[config.mk]
export PLATFORM = sky130hd
export DESIGN_NAME = corelet_seq
export DESIGN_NICKNAME = d
export VERILOG_FILES = /design/src/rtl/corelet_seq.sv
export SDC_FILE = /design/constraint.sdc
export NUM_CORES = 1
export LEC_CHECK = 0
export ABC_AREA = 1
export CAP_MARGIN = 20
export CORE_MARGIN = 2
export CORE_UTILIZATION = 49
export DETAILED_ROUTE_END_ITERATION = 6
export PLACE_DENSITY = 0.81
export SLEW_MARGIN = 25
export SYNTH_ARGS = -nofsm -noshare
export SYNTH_HDL_FRONTEND = slang
export SYNTH_SLANG_ARGS = --single-unit
export TNS_END_PERCENT = 30
[constraint.sdc]
create_clock -name clk -period 2.8 [get_ports clk]
set_input_delay 0.7 -clock clk [delete_from_list [all_inputs] [get_ports clk]]
set_output_delay 0.7 -clock clk [all_outputs]
set_load 0.005 [all_outputs]
[src/rtl/corelet_seq.sv]
// rtl/corelet_seq.sv - corelet job sequencer; CORELET_SEQ_PERF_EN adds perf_cyc/perf_stall counters
module corelet_seq #(
  parameter int row      = 8,
  parameter int col      = 8,
  parameter int addr_w   = 11,
  parameter int len_w    = 8,
  parameter int prop_cyc = row + col
) (
  input  logic              clk,
  input  logic              reset,
  input  logic              start,
  input  logic [len_w-1:0]  cfg_n_act,
  input  logic [addr_w-1:0] cfg_w_base,
  input  logic [addr_w-1:0] cfg_x_base,
  input  logic [addr_w-1:0] cfg_p_base,
  input  logic              cfg_mode,
  input  logic              cfg_acc,
  input  logic              ofifo_valid,
  output logic [4:0]        inst,
  output logic              xmem_cen,
  output logic [addr_w-1:0] xmem_addr,
  output logic              ofifo_rd,
  output logic              sfu_en,
  output logic              pmem_ren,
  output logic [addr_w-1:0] pmem_raddr,
  output logic              pmem_wen,
  output logic [addr_w-1:0] pmem_waddr,
  output logic              busy,
  output logic              done
`ifdef CORELET_SEQ_PERF_EN
  ,
  output logic [31:0]       perf_cyc,
  output logic [15:0]       perf_stall
`endif
);

  typedef enum logic [2:0] {
    S_IDLE, S_W_FILL, S_W_LOAD, S_W_PROP, S_X_FILL, S_EXEC, S_DRAIN, S_DONE
  } state_t;

  localparam logic [len_w-1:0] ONE_L  = len_w'(1);
  localparam logic [len_w-1:0] ROW_L  = len_w'(row);
  localparam logic [len_w-1:0] PROP_L = len_w'(prop_cyc);

  state_t             state_q, state_d;
  logic [len_w-1:0]   cnt_q, cnt_d;
  logic [len_w-1:0]   popped_q, popped_d;
  logic [len_w-1:0]   wr_cnt_q, wr_cnt_d;
  logic [2:0]         pipe_q;
  logic               l0_wr_q;
  logic [len_w-1:0]   n_act_q;
  logic [addr_w-1:0]  w_base_q, x_base_q, p_base_q;
  logic               mode_q, acc_q;

  logic accept, l0_rd, exec_b, wload, wr_pend;

  // State, counters, SRAM-latency-aligned l0_wr, pop pipeline and config latch
  always_ff @(posedge clk) begin
    if (reset) begin
      state_q  <= S_IDLE;
      cnt_q    <= '0;
      popped_q <= '0;
      wr_cnt_q <= '0;
      pipe_q   <= '0;
      l0_wr_q  <= 1'b0;
      n_act_q  <= '0;
      w_base_q <= '0;
      x_base_q <= '0;
      p_base_q <= '0;
      mode_q   <= 1'b0;
      acc_q    <= 1'b0;
    end else begin
      state_q  <= state_d;
      cnt_q    <= cnt_d;
      popped_q <= popped_d;
      wr_cnt_q <= wr_cnt_d;
      l0_wr_q  <= ~xmem_cen;
      pipe_q   <= accept ? 3'b000 : {pipe_q[1:0], ofifo_rd};
      if (accept) begin
        n_act_q  <= cfg_n_act;
        w_base_q <= cfg_w_base;
        x_base_q <= cfg_x_base;
        p_base_q <= cfg_p_base;
        mode_q   <= cfg_mode;
        acc_q    <= cfg_acc;
      end
    end
  end

  // Next-state and all datapath controls
  always_comb begin
    state_d    = state_q;
    cnt_d      = cnt_q;
    popped_d   = popped_q;
    wr_cnt_d   = wr_cnt_q;
    accept     = 1'b0;
    l0_rd      = 1'b0;
    exec_b     = 1'b0;
    wload      = 1'b0;
    xmem_cen   = 1'b1;
    xmem_addr  = '0;
    ofifo_rd   = 1'b0;
    sfu_en     = 1'b0;
    pmem_ren   = 1'b0;
    pmem_raddr = '0;
    pmem_wen   = 1'b0;
    pmem_waddr = '0;
    done       = 1'b0;
    // writes trail pops by one cycle, or by the SFU's three stages when accumulating
    wr_pend    = acc_q ? (|pipe_q) : pipe_q[0];
    busy       = (state_q != S_IDLE);

    case (state_q)
      S_IDLE: begin
        if (start) begin
          accept   = 1'b1;
          state_d  = S_W_FILL;
          cnt_d    = '0;
          popped_d = '0;
          wr_cnt_d = '0;
        end
      end
      S_W_FILL: begin
        // one extra cycle lets the last read land in L0
        if (cnt_q < ROW_L) begin
          xmem_cen  = 1'b0;
          xmem_addr = w_base_q + addr_w'(cnt_q);
          cnt_d     = cnt_q + ONE_L;
        end else begin
          state_d = S_W_LOAD;
          cnt_d   = '0;
        end
      end
      S_W_LOAD: begin
        l0_rd = 1'b1;
        wload = 1'b1;
        if (cnt_q == ROW_L - ONE_L) begin
          state_d = S_W_PROP;
          cnt_d   = '0;
        end else begin
          cnt_d = cnt_q + ONE_L;
        end
      end
      S_W_PROP: begin
        if (cnt_q == PROP_L - ONE_L) begin
          state_d = (n_act_q == '0) ? S_DONE : S_X_FILL;
          cnt_d   = '0;
        end else begin
          cnt_d = cnt_q + ONE_L;
        end
      end
      S_X_FILL: begin
        if (cnt_q < n_act_q) begin
          xmem_cen  = 1'b0;
          xmem_addr = x_base_q + addr_w'(cnt_q);
          cnt_d     = cnt_q + ONE_L;
        end else begin
          state_d = S_EXEC;
          cnt_d   = '0;
        end
      end
      S_EXEC: begin
        l0_rd  = 1'b1;
        exec_b = 1'b1;
        if (cnt_q == n_act_q - ONE_L) begin
          state_d = S_DRAIN;
          cnt_d   = '0;
        end else begin
          cnt_d = cnt_q + ONE_L;
        end
      end
      S_DRAIN: begin
        sfu_en   = acc_q;
        ofifo_rd = ofifo_valid && (popped_q < n_act_q);
        if (ofifo_rd) begin
          popped_d = popped_q + ONE_L;
          if (acc_q) begin
            pmem_ren   = 1'b1;
            pmem_raddr = p_base_q + addr_w'(popped_q);
          end
        end
        pmem_wen = acc_q ? pipe_q[2] : pipe_q[0];
        if (pmem_wen) begin
          pmem_waddr = p_base_q + addr_w'(wr_cnt_q);
          wr_cnt_d   = wr_cnt_q + ONE_L;
        end
        if ((popped_q == n_act_q) && !wr_pend) begin
          state_d = S_DONE;
        end
      end
      S_DONE: begin
        done    = 1'b1;
        state_d = S_IDLE;
      end
      default: state_d = S_IDLE;
    endcase

    inst = {l0_rd, l0_wr_q, busy & mode_q, exec_b, wload};
  end

`ifdef CORELET_SEQ_PERF_EN
  logic [31:0] perf_cyc_q;
  logic [15:0] perf_stall_q;

  // Job cycle count and drain starvation count; both hold after done
  always_ff @(posedge clk) begin
    if (reset || accept) begin
      perf_cyc_q   <= '0;
      perf_stall_q <= '0;
    end else begin
      if (busy && (state_q != S_DONE)) perf_cyc_q <= perf_cyc_q + 32'd1;
      if ((state_q == S_DRAIN) && !ofifo_valid && (popped_q < n_act_q))
        perf_stall_q <= perf_stall_q + 16'd1;
    end
  end

  assign perf_cyc   = perf_cyc_q;
  assign perf_stall = perf_stall_q;
`endif

endmodule

### Word-level counts from Yosys, hierarchy flattened

Index checks and enable logic that the tools add are counted.

| storage, ports and cells | value |
|---|---|
| register bits | 74 |
| input port bits | 47 |
| output and inout bits | 45 |
| logic and storage cells | 105 |

| cells by class | value |
|---|---|
| $add $sub $neg | 8 |
| order comparisons | 3 |
| equal/unequal tests | 20 |
| muxes and demuxes | 45 |
| bitwise operators | 2 |
| reductions and logical operators | 15 |

Operators with widths:

| cell | number |
|---|---|
| $mux 11 | 7 |
| $mux 8 | 8 |
| $pmux 8 s6 | 1 |
| $add 11x8->11 | 4 |
| $pmux 8 s2 | 2 |
| $add 8x1->8 const B | 3 |
| $pmux 3 s8 | 1 |
| $pmux 11 s2 | 1 |
| $mux 3 | 7 |
| $ne 2x2->1 const B | 9 |
| $eq 8x8->1 | 2 |
| $lt 8x8->1 | 2 |
| $mux 1 | 16 |
| $eq 3x3->1 const B | 4 |
| $eq 8x3->1 const B | 1 |
| $eq 8x4->1 const B | 1 |
| $logic_not 8->1 | 1 |
| $lt 8x4->1 const B | 1 |
| $sub 8x1->8 const B | 1 |
| $reduce_and 7->1 | 1 |
| $eq 3x2->1 const B | 2 |
| $reduce_and 3->1 | 2 |
| $reduce_bool 6->1 | 1 |
| $reduce_or 2->1 | 2 |
| other kinds (12) | 13 |

### Longest topological paths before layout

| logic depth | value |
|---|---|
| depth in word-level cells | 6 |
| depth in mapped cells | 16 |
| gate-level depth less buffers | 16 |

### Least setup slack after synthesis

Ideal clock, no wire load.

| timing | value |
|---|---|
| path type | register to output |
| start | register cnt_q[1] |
| end | output xmem_addr[10] |
| data arrival time | 2.008 ns |
| required time | 2.100 ns |
| setup slack | 0.092 ns |
| cell stages (with the launch flop) | 10 |
| path buffers | 0 |
| cell sequence | dfxtp_1 inv_1 fa_1 nor4_1 nor2_1 o21ai_0 nand2_1 o21ai_0 nand3_1 o21ai_0 |

| on the way | value |
|---|---|
| longest elaborated chain between the ends | 3 |
| elaborated cells on any way between the ends | 7 |

RTL lines:

| item | RTL line | text |
|---|---|---|
| from (decl) | 46 | `logic [len_w-1:0] cnt_q, cnt_d;` |
| from (signal assigned) | 74 | `cnt_q <= cnt_d;` |
| $add 11x8->11 (tied with other cells) | 155 | `xmem_addr = x_base_q + addr_w'(cnt_q);` |
| $mux 11, on equally long branches | 153, 125 |  |
| $pmux 11 s2 (*) | 113 | `case (state_q)` |
| to (decl) | 21 | `output logic [addr_w-1:0] xmem_addr,` |

Mark *: on every way between the ends. The rest lies on a longest branch, timed or not.

### Worst setup path in the final report

| timing | value |
|---|---|
| start | register cnt_q[0] |
| end | output xmem_addr[6] |

The elaborated chain is that of the path after synthesis.

==> summary.md <==
| Metric | Value |
|---|---|
| Residual DRC count | `0` |
| Layout Nets | `~1200` |
| Power Density | `590.6 mW/mm2` |
| Failing checks | `setup timing` |
| Buf/Inv on CP | `5` |
| Fraction of registers with async set or reset after synthesis | `0%` |
| CP Launch Type | `register` |
| Status | `finished, violations left` |
| Avg Cell Area, Syn | `6.594 um2` |
| FP Rows | `38` |
| Final wirelength | `22430 um` |
| Hold buffers post-CTS | `0` |
| Simple-gate portion of the synthesized area | `27.87%` |
| DIE WIDTH | `109.9 um` |
| Met2 Track Usage GR | `56.05%` |
| Mux contribution to synthesized area | `0%` |
| Cell family contributing the most delay on the critical path | `buffers and inverters` |
| Via count | `7210` |
| TritonCTS clock tree | `built` |
| Clock tree root buffer cell | `clkbuf_8` |
| Maximum operating frequency | `321.5 MHz` |
| Height of the die | `109.9 um` |
| Detail Route Antenna Nets | `0` |
| Fillers | `around 650` |
| Ys flop type | `dfxtp_1` |
| R2R Setup Slk | `0.49 ns` |
| Clk_lat worst skew | `around 0.37 ns` |
| Core area | `about 0.011 mm2` |
| Starting Density | `between 50 and 60%` |
| Clk sinks | `74` |
| Layout Area Growth over Synthesis | `58.48%` |
| Clock Path Buffers | `2` |
| Fraction of layout cells with a size suffix above 1 | `36.45%` |
| Skew final | `0.01223 ns` |
| Final Hold Viols | `0` |
| Largest net degree at the start of global routing | `32` |
| CP endpoint kind | `primary output` |
| Worst-path maximum fanout | `3` |
| Warnings, synthesis | `0` |
| Total of max-cap violations | `0` |
| Vias/cell | `5.905` |
| Number of synthesized register bits | `74` |
| Req. time, crit path | `2.10 ns` |
| CTS HTree Levels | `3` |
| Seq/Total Area, Yosys | `between 20% and 30%` |
| WP data arrival | `2.41 ns` |
| Reg clk slew, reported paths | `about 0.090 ns` |
| Count of different cell masters after synthesis | `40` |
| Most common cell after layout, fill and taps aside | `buf_4` |
| Synth Area in XOR/XNOR | `2.071%` |
| 1st-iter DRT viols | `597` |
| # setup viols final | `32` |
| Cells after Synth | `~830` |
| Worst R2R End | `cnt_q[5]` |
| CTS buffer count | `9` |
| Hold depth | `2` |
| Die ar. | `0.01209 mm2` |
| Critical path cell sequence | `buf_6, ha_4, inv_2, fa_2, inv_2, a31oi_4, buf_6, o21ai_2, a21oi_2, nand2_1, nand2_1, o22ai_2, buf_2` |
| First-pass GRT wire length | `30660 um` |
| Largest family of logic cells by synthesized area | `simple AND/OR/NAND/NOR gates` |
| Final worst-path setup slack | `-0.3105 ns` |
| Vias in the first global route | `6734` |
| Setup tns final | `-4.131 ns` |
| N_diodes | `0` |
| Total power | `a little over 0.005 W` |
| Most frequent cells in the layout | `buf_4, nand2_1, nor2_1` |
| Min-delay worst type | `register to register` |
| Gr ovfl total | `0` |
| Slowest-stage cell, CP | `fa_2` |
| Hold path startpoint | `pipe_q[1]` |
| Critical path class | `register to primary output` |
| Placer Congestion | `between 0.9 and 1` |
| # IOs | `92` |
| Fin crit period | `3.111 ns` |
| Initial antenna violation count | `0` |
| Compound-gate portion of the synthesized area | `20.00%` |
| Global route hottest layer | `met2` |
| EDFF count, synth | `0` |
| Post-Syn Nets | `940` |
| Slowest stage delay, CP | `0.40 ns` |
| Final Max Tran Viols | `0` |
| Final Cycle Share | `111.1%` |
| HPWL Detailed | `12570 um` |
| Crit path depth | `13` |
| Max_slew headroom | `between 60% and 70%` |
| Leak | `3.835 nW` |
| Routed WL per cell | `18.37 um` |
| RSZ-0062 raised after global routing | `true` |
| Drt pass-1 iters | `5` |
| Hold Path Sink | `pipe_q[2]` |
| GR Util met3 | `between 5 and 6%` |
| Worst slew pin tran | `0.5051 ns` |
| All-Layer GR Usage | `32.41%` |
| Post-Synthesis Cell Area | `0.005499 mm2` |
| R2R cell count | `14` |
| Synth Area in Adders | `13.97%` |
| Port bufs | `91` |
| Reg2reg start | `n_act_q[0]` |
| Global-route met1 utilization | `38.35%` |
| VDD IR-drop max | `0.4034 mV` |
## tightest hold or removal path: cells and delay by family, from the launching register on
kind          cells  cell delay, ns
buf+inv           1            0.06
flops             1            0.31
simple gates      1            0.04
## routing by layer
| metal | part of all wire, % | vias up |
|---|---|---|
| li1 | - | 3249 |
| met1 | 37 | 3305 |
| met2 | 47 | 497 |
| met3 | 9.4 | 159 |
| met4 | 6.6 | 0 |
| met5 | 0 | - |
## cells by family (layout without fill, tap and decap cells)
logic type | Yosys count | in the layout
XOR/XNOR | 13 | 13
AO/OA/AOI/OAI | 206 | 206
AND/OR/NAND/NOR | 353 | 353
flip-flops | 74 | 74
buffers and inverters | 129 | 376
adder cells (fa/ha/maj) | 59 | 59
## per-stage QoR
stage                     hold WS, ns  setup WS (ns)  instances  utilization [%]  instance area, um2
after floorplan                0.4160        0.09195        834                -                5499
after global placement         0.4188        -0.4989       1168            68.17                7422
after detailed placement       0.4368        -0.6066       1168            68.17                7422
after CTS                      0.4501        -0.1919       1211            76.04                8279
after global routing           0.4622        -0.3767       1221            80.04                8715
final                          0.4425        -0.3105       1221            80.04                8715
## synthesized netlist by cell type (7+ instances only)
cell | count | area share [%]
nand2_2 | 8 | 0.91
xor2_1 | 10 | 1.6
nor2_1 | 135 | 9.2
o21ai_0 | 85 | 7.7
nor3_1 | 16 | 1.5
a21oi_1 | 90 | 8.2
nand2_1 | 139 | 9.5
inv_1 | 100 | 6.8
nand3_1 | 27 | 2.5
dfxtp_1 | 74 | 27
ha_1 | 55 | 13
nand4_1 | 11 | 1.3
clkbuf_1 | 14 | 0.96
inv_2 | 7 | 0.48
## power breakdown
part | total (W) | leakage, nW | internal [W] | switching [W]
registers | 0.00148 | 0.622 | 0.00126 | 0.000222
logic | 0.00279 | 3.12 | 0.00117 | 0.00162
clock network | 0.000880 | 0.0889 | 0.000414 | 0.000466
## repair_timing
action                                  CTS  global route
endpoints found under the setup margin   34            34
resized for setup                       250           104
pin swaps                                57            45
buffers inserted                         27            10
## how the worst max path moves through the flow
stage	from	to	slack (ns)
after floorplan	cnt_q[1]	xmem_addr[10]	0.09
after global placement	ofifo_valid	pmem_raddr[8]	-0.50
after detailed placement	ofifo_valid	pmem_raddr[10]	-0.61
after CTS	cnt_q[2]	xmem_addr[9]	-0.19
after global routing	cnt_q[0]	xmem_addr[6]	-0.38
final	cnt_q[0]	xmem_addr[6]	-0.31
## state kept, by name (all words and copies together), names as in the netlist
register  count
state_q       3
x_base_q     11
popped_q      8
cnt_q         8
acc_q         1
l0_wr_q       1
pipe_q        3
w_base_q     11
mode_q        1
n_act_q       8
wr_cnt_q      8
p_base_q     11
## cell type report
type                    count  area (um2)  area share (%)
repair buffers            253        2071           23.76
inverters                 107       416.7           4.781
flip-flops and latches     74        1544           17.72
well taps                 140       175.2           2.010
multi-input cells         631        4314           49.50
clock buffers              10       127.6           1.464
clock inverters             6       66.31          0.7609
(Power assumes the default switching activity.)
